`config.mk`:
```
export PLATFORM = sky130hd
export DESIGN_NAME = seg7_scan_driver_flat
export DESIGN_NICKNAME = d
export VERILOG_FILES = /design/src/rtl/seg7_pkg.sv /design/src/rtl/seg7_scan_driver_if.sv /design/src/rtl/seg7_hex_font.sv /design/src/rtl/seg7_scan_driver.sv /design/src/flat_wrapper.sv
export SDC_FILE = /design/constraint.sdc
export NUM_CORES = 1
export LEC_CHECK = 0
export CAP_MARGIN = 30
export CORE_MARGIN = 2
export CORE_UTILIZATION = 35
export CTS_CLUSTER_DIAMETER = 30
export DETAILED_ROUTE_END_ITERATION = 8
export HOLD_SLACK_MARGIN = 0.05
export PLACE_DENSITY = 0.54
export SYNTH_ARGS = -nofsm -noshare
export SYNTH_HDL_FRONTEND = slang
export SYNTH_SLANG_ARGS = --single-unit
```
`constraint.sdc`:
```
create_clock -name clk -period 2.08 [get_ports clk]
set_input_delay 0.208 -clock clk [delete_from_list [all_inputs] [get_ports clk]]
set_output_delay 0.208 -clock clk [all_outputs]
set_load 0.02 [all_outputs]
```
`src/rtl/seg7_pkg.sv`:
```
// seg7_pkg
//   Shared constants for the 7-segment scan driver.
//   SEG_OFF  : all segments dark (active-low bus, so every bit high).
//   HEX_FONT : 16-entry hex font, {g,f,e,d,c,b,a}, active-low.
//   idx_width: counter width for a modulus n, never less than 1 bit.
package seg7_pkg;

  localparam logic [6:0] SEG_OFF = 7'h7F;

  localparam logic [6:0] HEX_FONT [16] = '{
    7'h40, 7'h79, 7'h24, 7'h30,
    7'h19, 7'h12, 7'h02, 7'h78,
    7'h00, 7'h10, 7'h08, 7'h03,
    7'h46, 7'h21, 7'h06, 7'h0E
  };

  // Width of a counter that must hold 0..n-1. A 1-entry counter still
  // needs a real bit so that ports and compares stay well formed.
  function automatic int idx_width(input int n);
    return (n <= 2) ? 1 : $clog2(n);
  endfunction

endpackage

```
`src/rtl/seg7_scan_driver_if.sv`:
```
// seg7_scan_driver_if
//   Bundles the host-side value/blanking inputs and the display-side
//   segment/anode outputs of the scan driver.
//   value_in    : packed hex digits, digit i = value_in[4i+3:4i]
//   load        : 1-cycle strobe, capture value_in
//   blank_mask  : bit i = 1 darkens digit i (sampled live)
//   seg_out     : {g,f,e,d,c,b,a}, active-low
//   an_out      : digit anodes, active-low
//   frame_start : 1-cycle pulse when the scan wraps to digit 0
//
// Handshake: load is a fire-and-forget strobe with no ready/ack. Any cycle
// with load=1 transfers value_in; the driver always accepts it, and a later
// load before the next frame boundary simply replaces the earlier one.
interface seg7_scan_driver_if #(
  parameter int NUM_DIGITS = 4
);
  logic [4*NUM_DIGITS-1:0] value_in;
  logic                    load;
  logic [NUM_DIGITS-1:0]   blank_mask;
  logic [6:0]              seg_out;
  logic [NUM_DIGITS-1:0]   an_out;
  logic                    frame_start;

  // Host side: drives the value to show, observes the display.
  modport master (
    output value_in, load, blank_mask,
    input  seg_out, an_out, frame_start
  );

  // Driver side.
  modport slave (
    input  value_in, load, blank_mask,
    output seg_out, an_out, frame_start
  );
endinterface

```
`src/rtl/seg7_hex_font.sv`:
```
// seg7_hex_font
//   Combinational hex-to-7-segment lookup using the shared font table.
//   nibble : 4-bit hex digit
//   seg    : {g,f,e,d,c,b,a}, active-low
module seg7_hex_font
  import seg7_pkg::*;
(
  input  logic [3:0] nibble,
  output logic [6:0] seg
);

  assign seg = HEX_FONT[nibble];

endmodule

```
`src/rtl/seg7_scan_driver.sv`:
```
// seg7_scan_driver
//   Time-multiplexed driver for NUM_DIGITS common-anode 7-segment digits on a
//   shared segment bus. A prescaler divides clk into digit slots of CLK_DIV
//   cycles; the first GUARD_CYCLES of every slot keep all anodes off so the
//   segment bus can settle without ghosting into the neighbouring digit.
//   Loaded values wait in a pending register and are committed to the shown
//   register only at the frame boundary, so a frame never mixes old and new
//   digits.
//
// Ports
//   clk : system clock
//   rst : synchronous reset, active-high
//   bus : seg7_scan_driver_if.slave (value_in, load, blank_mask in;
//         seg_out, an_out, frame_start out, all outputs registered)
//
// Parameters
//   NUM_DIGITS   : digits scanned (>=1), digit 0 = least significant nibble
//   CLK_DIV      : clk cycles per digit slot (>=GUARD_CYCLES+2)
//   GUARD_CYCLES : all-anodes-off cycles at the start of each slot (>=0)
//
// Build option
//   LEADING_ZERO_BLANK_EN : when defined, digit i>0 is darkened (anode still
//   driven) while shown digits i..NUM_DIGITS-1 are all zero. Digit 0 always
//   shows. When undefined, leading zeros are displayed.
module seg7_scan_driver
  import seg7_pkg::*;
#(
  parameter int NUM_DIGITS   = 4,
  parameter int CLK_DIV      = 50000,
  parameter int GUARD_CYCLES = 16
) (
  input  logic               clk,
  input  logic               rst,
  seg7_scan_driver_if.slave  bus
);

  localparam int IW = idx_width(NUM_DIGITS);
  localparam int PW = idx_width(CLK_DIV);
  localparam int VW = 4 * NUM_DIGITS;

  localparam logic [PW-1:0] PRE_LAST = PW'(CLK_DIV - 1);
  localparam logic [IW-1:0] DIG_LAST = IW'(NUM_DIGITS - 1);

  // Elaboration-time sanity of the configuration.
  generate
    if (NUM_DIGITS < 1) begin : g_bad_digits
      $error("seg7_scan_driver: NUM_DIGITS must be >= 1");
    end
    if (GUARD_CYCLES < 0) begin : g_bad_guard
      $error("seg7_scan_driver: GUARD_CYCLES must be >= 0");
    end
    if (CLK_DIV < GUARD_CYCLES + 2) begin : g_bad_div
      $error("seg7_scan_driver: CLK_DIV must be >= GUARD_CYCLES+2");
    end
  endgenerate

  // ---------------------------------------------------------------------
  // State
  // ---------------------------------------------------------------------
  logic [PW-1:0] prescaler;
  logic [IW-1:0] digit_idx;
  logic [VW-1:0] shown;
  logic [VW-1:0] pending;
  logic          pend_vld;

  // ---------------------------------------------------------------------
  // Slot / frame timing
  // ---------------------------------------------------------------------
  logic slot_end;
  logic frame_end;
  logic guard;

  assign slot_end  = (prescaler == PRE_LAST);
  // Last cycle of the last slot: the commit point and the cycle before
  // digit_idx wraps to 0.
  assign frame_end = slot_end && (digit_idx == DIG_LAST);

  // With no guard time the compare would be constant-false, so it is not
  // built at all.
  generate
    if (GUARD_CYCLES == 0) begin : g_no_guard
      assign guard = 1'b0;
    end else begin : g_guard
      localparam logic [PW-1:0] GUARD_P = PW'(GUARD_CYCLES);
      assign guard = (prescaler < GUARD_P);
    end
  endgenerate

  // ---------------------------------------------------------------------
  // Leading-zero suppression (from the committed value only)
  // ---------------------------------------------------------------------
  logic [NUM_DIGITS-1:0] lz_blank;

`ifdef LEADING_ZERO_BLANK_EN
  logic run_zero;

  // Walk down from the most significant digit; a digit is a leading zero
  // while every digit from it upward is zero. Digit 0 is never suppressed.
  always_comb begin
    run_zero = 1'b1;
    lz_blank = '0;
    for (int i = NUM_DIGITS - 1; i >= 1; i--) begin
      run_zero    = run_zero & (shown[4*i +: 4] == 4'h0);
      lz_blank[i] = run_zero;
    end
  end
`else
  assign lz_blank = '0;
`endif

  // ---------------------------------------------------------------------
  // Digit mux and next-output computation
  // ---------------------------------------------------------------------
  logic [3:0]            nibble;
  logic                  digit_blank;
  logic [NUM_DIGITS-1:0] an_next;
  logic [6:0]            font_seg;
  logic [6:0]            seg_next;

  always_comb begin
    nibble      = 4'h0;
    digit_blank = 1'b0;
    an_next     = '1;
    for (int i = 0; i < NUM_DIGITS; i++) begin
      if (digit_idx == IW'(i)) begin
        nibble      = shown[4*i +: 4];
        digit_blank = bus.blank_mask[i] | lz_blank[i];
        an_next[i]  = 1'b0;
      end
    end
    // Guard time overrides the anode select; blanking only darkens the
    // segments and leaves the anode driven so scan timing is unchanged.
    if (guard) begin
      an_next = '1;
    end
    seg_next = (guard || digit_blank) ? SEG_OFF : font_seg;
  end

  seg7_hex_font u_font (
    .nibble (nibble),
    .seg    (font_seg)
  );

  // ---------------------------------------------------------------------
  // Registers
  // ---------------------------------------------------------------------
  always_ff @(posedge clk) begin
    if (rst) begin
      prescaler       <= '0;
      digit_idx       <= '0;
      shown           <= '0;
      pending         <= '0;
      pend_vld        <= 1'b0;
      bus.seg_out     <= SEG_OFF;
      bus.an_out      <= '1;
      bus.frame_start <= 1'b0;
    end else begin
      prescaler <= slot_end ? '0 : prescaler + PW'(1);

      if (slot_end) begin
        digit_idx <= (digit_idx == DIG_LAST) ? '0 : digit_idx + IW'(1);
      end

      // Registered alongside the digit_idx wrap, so it is high exactly in
      // the cycle digit_idx becomes 0.
      bus.frame_start <= frame_end;

      // A load landing on the commit cycle is the newest value, so it goes
      // straight to shown and nothing is left pending.
      if (frame_end && bus.load) begin
        shown    <= bus.value_in;
        pend_vld <= 1'b0;
      end else if (frame_end && pend_vld) begin
        shown    <= pending;
        pend_vld <= 1'b0;
      end else if (bus.load) begin
        pending  <= bus.value_in;
        pend_vld <= 1'b1;
      end

      bus.seg_out <= seg_next;
      bus.an_out  <= an_next;
    end
  end

endmodule

```
`src/flat_wrapper.sv`:
```
// flat-port wrapper written by rule: the top's interface ports become plain ports
module seg7_scan_driver_flat import seg7_pkg::*;
#(
  parameter int NUM_DIGITS   = 4,
  parameter int CLK_DIV      = 50000,
  parameter int GUARD_CYCLES = 16
)
  (clk, rst, bus_value_in, bus_load, bus_blank_mask, bus_seg_out, bus_an_out, bus_frame_start);
  seg7_scan_driver_if #(.NUM_DIGITS(NUM_DIGITS)) bus_i ();
  input  logic clk;
  input  logic rst;
  input wire logic [$bits(bus_i.value_in)-1:0] bus_value_in;
  input wire logic [$bits(bus_i.load)-1:0] bus_load;
  input wire logic [$bits(bus_i.blank_mask)-1:0] bus_blank_mask;
  output wire logic [$bits(bus_i.seg_out)-1:0] bus_seg_out;
  output wire logic [$bits(bus_i.an_out)-1:0] bus_an_out;
  output wire logic [$bits(bus_i.frame_start)-1:0] bus_frame_start;
  assign bus_i.value_in = bus_value_in;
  assign bus_i.load = bus_load;
  assign bus_i.blank_mask = bus_blank_mask;
  assign bus_seg_out = bus_i.seg_out;
  assign bus_an_out = bus_i.an_out;
  assign bus_frame_start = bus_i.frame_start;
  seg7_scan_driver #(.NUM_DIGITS(NUM_DIGITS), .CLK_DIV(CLK_DIV), .GUARD_CYCLES(GUARD_CYCLES)) u_core (.clk(clk), .rst(rst), .bus(bus_i));
endmodule
```
Word level (Yosys, flattened, before mapping)
Memory sizes are Yosys's and may differ from the RTL's. A register that Yosys moved wholly into a read port is not among the register bits.
Index checks and enable logic that the tools add are counted.
{ "classes": {"n_addsub": 2, "magnitude_cmp": 1, "eq_ne": 4, "mux": 15, "bitwise": 3, "n_reduce_logical": 11} }
{ "ops": {"columns": ["operator", "n"], "rows": [
  ["$mux W16", 2],
  ["$add A16 B1 Y16 const B", 1],
  ["$eq A16 B16 Y1 const B", 1],
  ["$lt A16 B5 Y1 const B", 1],
  ["$mux W4", 4],
  ["$mux W1", 8],
  ["$reduce_or A2 Y1", 3],
  ["$not A4 Y5", 1],
  ["$eq A2 B2 Y1 const B", 2],
  ["$logic_and A1 B1 Y1", 3],
  ["$reduce_and A3 Y1", 1],
  ["$reduce_or A3 Y1", 1],
  ["$add A2 B1 Y2 const B", 1],
  ["$eq A2 B1 Y1 const B", 1],
  ["$logic_not A2 Y1", 1],
  ["$mux W2", 1],
  ["$not A1 Y1", 2],
  ["$reduce_bool A2 Y1", 1],
  ["$logic_or A1 B1 Y1", 1]
]} }
{ "word_totals": {"reg_bits": 56, "romBits": 112, "input_bits": 23, "output_inout_bits": 12, "word_cells": 44, "mem_count": 1} }
{ "mem_list": {"columns": ["memory", "depth", "word_bits", "rd", "rd_clocked_by_memory_dff", "write_ports", "line", "rtl"], "rows": [
  ["(name not given)", 16, 7, 1, 1, 0, "seg7_hex_font.sv:12", "assign seg = HEX_FONT[nibble];"]
]} }

Depth between registers and ports, before layout
Gate-level depths: netlist of the first run.
{ "logic_depth": {"ltp_word": 7, "ltp_mapped": 10} }

Hierarchy
A second synthesis of the first run with hierarchy kept.
{ "hier_totals": {"hier_cells": 336, "area_unflattened_um2": 2985.4} }
{ "modules_own_cells": {"columns": ["module", "instances", "cells_each", "area_per_inst_um2", "seq_area_each_um2"], "rows": [
  ["seg7_scan_driver", 1, 301, 2737.6, 1261.2],
  ["seg7_hex_font", 1, 35, 247.7, 0.0]
]} }

Worst setup path after synthesis of the first run
Ideal clock, no wire load.
{ "synth_path": {"kind": "reg2reg", "from": "register u_core.digit_idx[1]", "to": "register u_core.bus.seg_out[1]", "arrival_ps": 2029, "setup_slack_ps": -71, "stages_incl_launch_ff": 9, "path_buffers": 1, "synth_period_minus_slack_ps": 2151, "cell_sequence": "dfxtp_1 inv_1 ha_1 clkbuf_1 nand3b_1 a31oi_1 inv_1 ha_1 a221o_1"} }
{ "synth_between": {"elab_chain_cells": 7, "elab_cells_between_ends": 15} }
{ "synth_lines": {"columns": ["item", "line", "rtl"], "rows": [
  ["start: declaration", "seg7_scan_driver.sv:61", "logic [IW-1:0] digit_idx;"],
  ["start signal: assignment", "seg7_scan_driver.sv:161", "digit_idx <= (digit_idx == DIG_LAST) ? '0 : digit_idx + IW'(1);"],
  ["$logic_not A2 Y1", "seg7_scan_driver.sv:125", "if (digit_idx == IW'(i)) begin"],
  ["$mux W1 (4 in a row)", "seg7_scan_driver.sv:125", null],
  ["$logic_or A1 B1 Y1", "seg7_scan_driver.sv:136", "seg_next = (guard || digit_blank) ? SEG_OFF : font_seg;"],
  ["$reduce_or A2 Y1 (no source line)", null, null],
  ["end: declaration", "seg7_scan_driver_if.sv:33", "output seg_out, an_out, frame_start"]
]} }
Several ways; a longest one is shown, not always the timed one.
A chain may end at the register's enable or synchronous reset.

Worst setup path after layout of the first run
{ "layout_path": {"from": "register u_core.digit_idx[0]", "to": "register u_core.bus.seg_out[6]"} }
The elaborated chain is that of the path after synthesis.

==> results.sh, run 1 <==
export IMPL_layout_area_seq_sq_um=1266
export IMPL_cp_data_arrival_time_ns=2.17
export IMPL_setup_reg_to_reg_worst_slack_ns=0.14
export IMPL_critical_path_buf_inv_count=1
export IMPL_power_share_switching_pct=24.21
export IMPL_routed_via_count=2322
export IMPL_min_path_type="flop to flop"
export IMPL_gp_congestion=0.7822
export IMPL_initial_core_utilization_pct=35.75
export IMPL_sequentialPowerShare_pct=50.7
export IMPL_max_cap_viol_count=0
export IMPL_clk_insertion_delay_late_ns=0.34
export IMPL_number_of_nets_in_the_synthesized_netlist=344
export IMPL_initialDrtViolationCount=53
export IMPL_achievable_frequency_mhz=514.5
export IMPL_layout_area_overhead_vs_synth_pct=29.07
export IMPL_static_leak_nw=1.424
export IMPL_cts_clk_slew_worst_paths_ns=0.07
export IMPL_worstReg2RegStart="u_core.digit_idx[0]"
export IMPL_stdcell_area_sq_um=3772
export IMPL_cts_hold_repair_buffers=0
export IMPL_fillerInstances=799
export IMPL_ios=35
export IMPL_synthDistinctLibCells=49
export IMPL_synth_top_area_share_pct=43.15
export IMPL_critPathCaptureType="flop"
export IMPL_worst_path_max_fanout=7
export IMPL_met2RoutedLength_mm=2.802
export IMPL_worst_path_stages=8
export IMPL_hold_violations=0
export IMPL_placementRows=33
export IMPL_cts_sinks=63
export IMPL_syn_avg_cell_area_sq_um=9.428
export IMPL_layout_commonest_cell="dfxtp_1"
export IMPL_timing_critical_path_slowest_cell_delay_ns=0.38
export IMPL_iteration_count_of_the_initial_detailed_routing_pass=4
export IMPL_post_detailed_route_wirelength_per_cell_um=13.39
export IMPL_final_util_pct=46.14
export IMPL_timing_rr_end="u_core.bus.seg_out[6]"
export IMPL_post_route_period_util_pct=93.44
export IMPL_port_buffers=34
export IMPL_cp_startpoint_kind="flop"
export IMPL_internal_power_mw=1.862
export IMPL_grt_pass1_vias=2225
export IMPL_maxUsedRoutingLayer="met4"
export IMPL_holdWs_ns=0.4732
export IMPL_drcViolationCount=0
export IMPL_run_status="complete, no violations"
export IMPL_cts_root_buffer_cell="clkbuf_8"
export IMPL_antenna_diode_count=0
export IMPL_design_die_area_sq_um=9098
export IMPL_timing_final_crit_period_ns=1.944
export IMPL_most_common_layout_cells="dfxtp_1, nor2_1, nand2_1"
export IMPL_ys_top_cells_by_area="dfxtp_1, nor2_1, mux2i_1"
export IMPL_synth_area_leader_cell="dfxtp_1"
export IMPL_yosysWarningCount=0
export IMPL_reg2reg_depth=8
export IMPL_core_region_area_sq_um=8175
export IMPL_finish_net_count=397
export IMPL_crit_family="compound AO/OA/AOI/OAI gates"
export IMPL_post_synth_inst_count=310
export IMPL_detailed_place_hpwl_mm=4.558
export IMPL_crit_path_end="u_core.bus.seg_out[6]"
export IMPL_post_route_cells_drive_above_1_share_pct=19.02
export IMPL_finalSetupViolCount=0
export IMPL_max_vdd_ir_drop_v=0.0002597
export IMPL_track_usage_pct=14.99
export IMPL_placement_cell_area_sq_um=3490
export IMPL_cts_buffers_inserted=9
export IMPL_dieHeight_um=95.39
export IMPL_crit_path_start="u_core.digit_idx[0]"
export IMPL_timing_max_transition_violations_final=0
export IMPL_synth_yosys_seq_area_share_pct=43.15
export IMPL_die_x_um=95.39
export IMPL_drt_total_wl_mm=6.333
export IMPL_cpMaxStageDelayCell="dfxtp_4"
export IMPL_finalClockSkew_ns=0.009234
export IMPL_grt_start_max_net_pins=23
export IMPL_powerDensity_nw_per_um2=651.4
export IMPL_met3WireLength_um=251
export IMPL_netlist_area_sq_um=2923
export IMPL_net_switching_power_of_the_design_mw=0.5949
export IMPL_clockPowerShare_pct=43.0
export IMPL_multiInputGateArea_sq_um=1630
export IMPL_cts_htree_levels=3
export IMPL_tightest_slew_ns=0.6035
export IMPL_cts_root_to_sink_buffers=2
export IMPL_antenna_found_initial=0
export IMPL_worstSetupPathType="flop to flop"
export IMPL_via_per_inst=4.909
export IMPL_total_power_mw=2.457
export IMPL_timing_critical_path_cells="inv_1, ha_2, nor2_4, a31oi_4, ha_1, nand2_1, o21ai_0, a221o_1"
export IMPL_synth_ff_latch_count=63
export IMPL_wire_length_of_the_first_global_routing_pass_mm=10.54
export IMPL_grt_overflow_total=0
export IMPL_worst_slew_margin_rel_pct=59.68
export IMPL_m1WireLength_mm=3.178
export IMPL_antenna_left=0
export IMPL_cts_tree="done"
export IMPL_pwr_share_comb_pct=6.3
export IMPL_critical_path_rt_ns=2.31
==> what timing repair did <==
action                     4_1_cts  5_1_grt
gates resized for setup          4       17
setup endpoints to repair        3        7
pin swaps                        0        2
setup buffers                    1        0
==> metrics by stage <==
step | worst slack, ns | setup TNS [ns] | cells
after CTS | 0.0009135 | 0 | 474
final | 0.1365 | 0 | 473
after global placement | 0.02867 | 0 | 457
after floorplan | -0.01600 | -0.01600 | 310
after global routing | -0.0004503 | -0.0004503 | 473
after detailed placement | -0.02977 | -0.07875 | 457
==> cell type report <==
type / instances / area share, %
multi-input combinational: 223 / 43.22
sequential: 63 / 33.57
timing repair buffer: 57 / 13.60
tap: 105 / 3.483
clock buffer: 9 / 3.284
clock inverter: 7 / 1.957
inverter: 9 / 0.8955
==> power groups by stage <==
stage	clock network [mW]	logic, mW	registers, mW
5_1_grt	1.13	0.172	1.25
4_1_cts	1.09	0.157	1.25
6_report	1.06	0.155	1.25
2_1_floorplan	0	0.0883	1.27
3_3_place_gp	0	0.156	1.28
3_5_place_dp	0	0.156	1.28
==> worst register-to-register path: stages, from the launching register on <==
cell and delay (ns):
dfxtp_4 0.38, inv_1 0.07, ha_2 0.25, nor2_4 0.22
a31oi_4 0.15, ha_1 0.24, nand2_1 0.09, o21ai_0 0.10
a221o_1 0.34
==> kinds of logic after synthesis <==
group | share of synthesized area [%]
and+or+nand+nor | 19.99
muxes | 6.207
buffers and inverters | 4.238
AOI/OAI and AO/OA | 17.51
xor gates and xnor gates | 4.195
adders and majority gates | 4.709
DFF | 43.15
==> registers in the layout (all words and copies together) (netlist names) <==
signal                  count
u_core.digit_idx            2
u_core.pend_vld             1
u_core.prescaler           16
u_core.bus.frame_start      1
u_core.bus.seg_out          7
u_core.bus.an_out           4
u_core.pending             16
u_core.shown               16
==> worst min-delay path by stage <==
stage                        start             endpoint  slack [ns]  cells past startpoint
2_1_floorplan      bus_value_in[0]    u_core.pending[0]        0.35                      2
3_3_place_gp       u_core.shown[3]      u_core.shown[3]        0.46                      1
3_5_place_dp       u_core.shown[5]      u_core.shown[5]        0.46                      1
4_1_cts        u_core.prescaler[0]  u_core.prescaler[0]        0.48                      1
5_1_grt        u_core.prescaler[0]  u_core.prescaler[0]        0.49                      1
6_report       u_core.prescaler[0]  u_core.prescaler[0]        0.47                      1
==> per-layer routing <==
layer	global-route usage, %	vias up
li1	-	1200
met1	20.13	1071
met2	23.18	43
met3	3.241	8
met4	6.548	0
met5	0	-
==> cell usage after synthesis, drive strengths merged <==
cell type and count:
ha 11, xnor2 6, o2bb2ai 18, a311o 2, dfxtp 63, a311oi 2
clkbuf 7, o21bai 2, and4 1, nand3 5, a211o 1, o22ai 1
nor3b 2, a21oi 10, mux2 1, a22oi 8, a221o 3, nor4 2
nor3 1, nand3b 5, o21ai 4, a31oi 3, nor2 53, o211ai 2
mux2i 17, nand2 35, o31a 1, xor2 8, o2111ai 1, buf 8
nand4 2, nand4bb 1, or4 1, nor2b 3, inv 9, or3 2
o221ai 1, and3 7, nor4bb 1
Note: power is estimated with default switching activity, not from simulation.
==> run 2, diff against run 1 <==
--- a/config.mk
+++ b/config.mk
@@ -7,11 +7,11 @@
 export LEC_CHECK = 0
 export CAP_MARGIN = 30
 export CORE_MARGIN = 2
-export CORE_UTILIZATION = 35
+export CORE_UTILIZATION = 45
 export CTS_CLUSTER_DIAMETER = 30
 export DETAILED_ROUTE_END_ITERATION = 8
 export HOLD_SLACK_MARGIN = 0.05
-export PLACE_DENSITY = 0.54
+export PLACE_DENSITY = 0.67
 export SYNTH_ARGS = -nofsm -noshare
 export SYNTH_HDL_FRONTEND = slang
 export SYNTH_SLANG_ARGS = --single-unit
==> run 2 against run 1 <==
Register-to-register slack lost 0.07 ns; power grew 6.2%; core utilization grew 13 points; worst hold slack lost 0.0030 ns; sequential share of layout area grew 0.42 points; clock power grew 14%; clock-buffer cell count grew 2; sequential power is essentially flat; critical path depth shrank 1; die area shrank 21%; non-clock buffer count shrank 1; critical path type unchanged; largest power group unchanged.
==> results.sh, run 2 (same netlist as run 1, synthesis figures left out) <==
export IMPL_post_route_period_util_pct=96.70
export IMPL_finalSetupViolCount=0
export IMPL_antenna_found_initial=0
export IMPL_max_vdd_ir_drop_v=0.0004317
export IMPL_timing_max_transition_violations_final=0
export IMPL_dp_worst_setup_slack_ns=0.01004
export IMPL_path_common_cell="buf_4"
export IMPL_layout_commonest_cell="dfxtp_1"
export IMPL_worstSetupPathType="flop to flop"
export IMPL_die_x_um=84.59
export IMPL_antenna_left=0
export IMPL_min_path_type="flop to flop"
export IMPL_hold_violations=0
export IMPL_layout_area_seq_sq_um=1266
export IMPL_core_region_area_sq_um=6314
export IMPL_finalWorstSetupSlack_ns=0.06860
export IMPL_final_instance_count_excl_fill=444
export IMPL_cts_tree="done"
export IMPL_cts_root_buffer_cell="clkbuf_8"
export IMPL_grt_start_max_net_pins=27
export IMPL_cts_buffers_inserted=9
export IMPL_drcViolationCount=0
export IMPL_initial_core_utilization_pct=46.29
export IMPL_biggestRegsByFlops="u_core.pending x16, u_core.prescaler x16, u_core.shown x16"
export IMPL_cp_data_arrival_time_ns=2.24
export IMPL_timing_final_crit_period_ns=2.011
export IMPL_initialDrtViolationCount=107
export IMPL_cts_sinks=63
export IMPL_routed_via_count=2355
export IMPL_place_inst=426
export IMPL_finalClockSkew_ns=0.007496
export IMPL_drt_total_wl_mm=6.120
export IMPL_antenna_diode_count=0
export IMPL_critPathCaptureType="flop"
export IMPL_stdcell_area_sq_um=3726
export IMPL_critical_path_rt_ns=2.31
export IMPL_post_detailed_route_wirelength_per_cell_um=13.78
export IMPL_clk_insertion_delay_late_ns=0.34
export IMPL_cts_htree_levels=3
export IMPL_achievable_frequency_mhz=497.2
export IMPL_cts_clk_slew_worst_paths_ns=0.07
export IMPL_worst_slew_margin_rel_pct=44.62
export IMPL_wire_length_of_the_first_global_routing_pass_mm=10.21
export IMPL_cts_root_to_sink_buffers=2
export IMPL_run_status="complete, no violations"
export IMPL_grt_pass1_vias=2211
export IMPL_layout_area_overhead_vs_synth_pct=27.48
export IMPL_max_cap_viol_count=0
export IMPL_multiInputGateArea_sq_um=1593
export IMPL_most_common_layout_cells="dfxtp_1, nor2_1, nand2_1"
export IMPL_cp_startpoint_kind="flop"
export IMPL_placementRows=29
export IMPL_final_util_pct=59.02
export IMPL_iteration_count_of_the_initial_detailed_routing_pass=4
export IMPL_static_leak_nw=1.437
export IMPL_port_buffers=34
export IMPL_timing_critical_path_slowest_cell_delay_ns=0.36
export IMPL_worst_path_max_fanout=6
export IMPL_track_usage_pct=17.85
export IMPL_cpMaxStageDelayCell="dfxtp_4"
export IMPL_finish_net_count=396
export IMPL_timing_critical_path_cells="ha_1, buf_4, nor3b_4, a311oi_2, buf_4, mux2_2, a221o_1"
export IMPL_dieHeight_um=84.59
export IMPL_placement_cell_area_sq_um=3432
export IMPL_detailed_place_hpwl_mm=4.318
export IMPL_via_per_inst=5.304
export IMPL_grt_overflow_total=0
export IMPL_fillerInstances=558
export IMPL_tightest_slew_ns=0.8307
export IMPL_ios=35
export IMPL_powerDensity_nw_per_um2=700.4
export IMPL_design_die_area_sq_um=7155
export IMPL_gp_congestion=0.8953
export IMPL_post_route_cells_drive_above_1_share_pct=17.17
-- run 2: changes by cell type in the layout (fill, tap and decap cells not counted), moves of 2 or more --
cell	before	now
clkbuf_8	9	11
o2bb2ai_1	7	9
o2bb2ai_2	11	9
clkinvlp_4	4	2
-- run 2: cell type report --
cell class                 instances  area share (%)
inverter                           9          0.9066
sequential                        63           33.98
clock buffer                      11           4.063
multi-input combinational        223           42.75
clock inverter                     5           2.149
timing repair buffer              56           13.57
tap                               77           2.586
-- run 2: routing by layer --
metal  share of wire [%]  vias up  wire length, um  global-route usage [%]
li1                    -     1199                -                       -
met1                  48     1101             2964                   23.57
met2                  46       44             2805                   26.99
met3                 3.6       11              221                   4.621
met4                 2.1        0              128                   8.947
met5                   0        -                0                       0
-- run 2: path summary, 6_finish.rpt --
path	from	slack (ns)	endpoint	cells after the start
min	u_core.prescaler[0]	0.47	u_core.prescaler[0]	1
max reg2reg	u_core.digit_idx[0]	0.07	u_core.bus.seg_out[1]	7
max	u_core.digit_idx[0]	0.07	u_core.bus.seg_out[1]	7
min reg2reg	u_core.prescaler[0]	0.47	u_core.prescaler[0]	1
-- run 2: power by group --
| part | leakage (nW) | total, mW | switching [mW] | internal [mW] |
|---|---|---|---|---|
| Sequential | 0.513 | 1.25 | 0.0178 | 1.23 |
| Combinational | 0.812 | 0.151 | 0.0720 | 0.0790 |
| Clock | 0.112 | 1.21 | 0.474 | 0.737 |
| Total | 1.44 | 2.61 | 0.564 | 2.05 |
-- run 2: what timing repair did --
action                     CTS  global route
gates resized for setup      2             9
hold buffers                 0             0
cloned                       0             0
pin swaps                    1             2
setup endpoints to repair    2             7
setup buffers                1             1
-- run 2: critical path, delay by kind of cell (launching register included) --
family	cells	cell delay (ns)
simple gates	1	0.24
compound gates	2	0.43
fa+ha+maj	1	0.26
mux	1	0.26
flops	1	0.36
buf+inv	2	0.35
-- run 2: stage by stage --
stage	hold slack (ns)	TNS [ns]	power, mW
finish	0.4702	0	2.610
global route	0.4928	-0.03174	2.704
global placement	0.4439	0	1.425
detailed placement	0.4518	0	1.428
floorplan	0.3519	-0.01600	1.357
CTS	0.4720	0	2.642
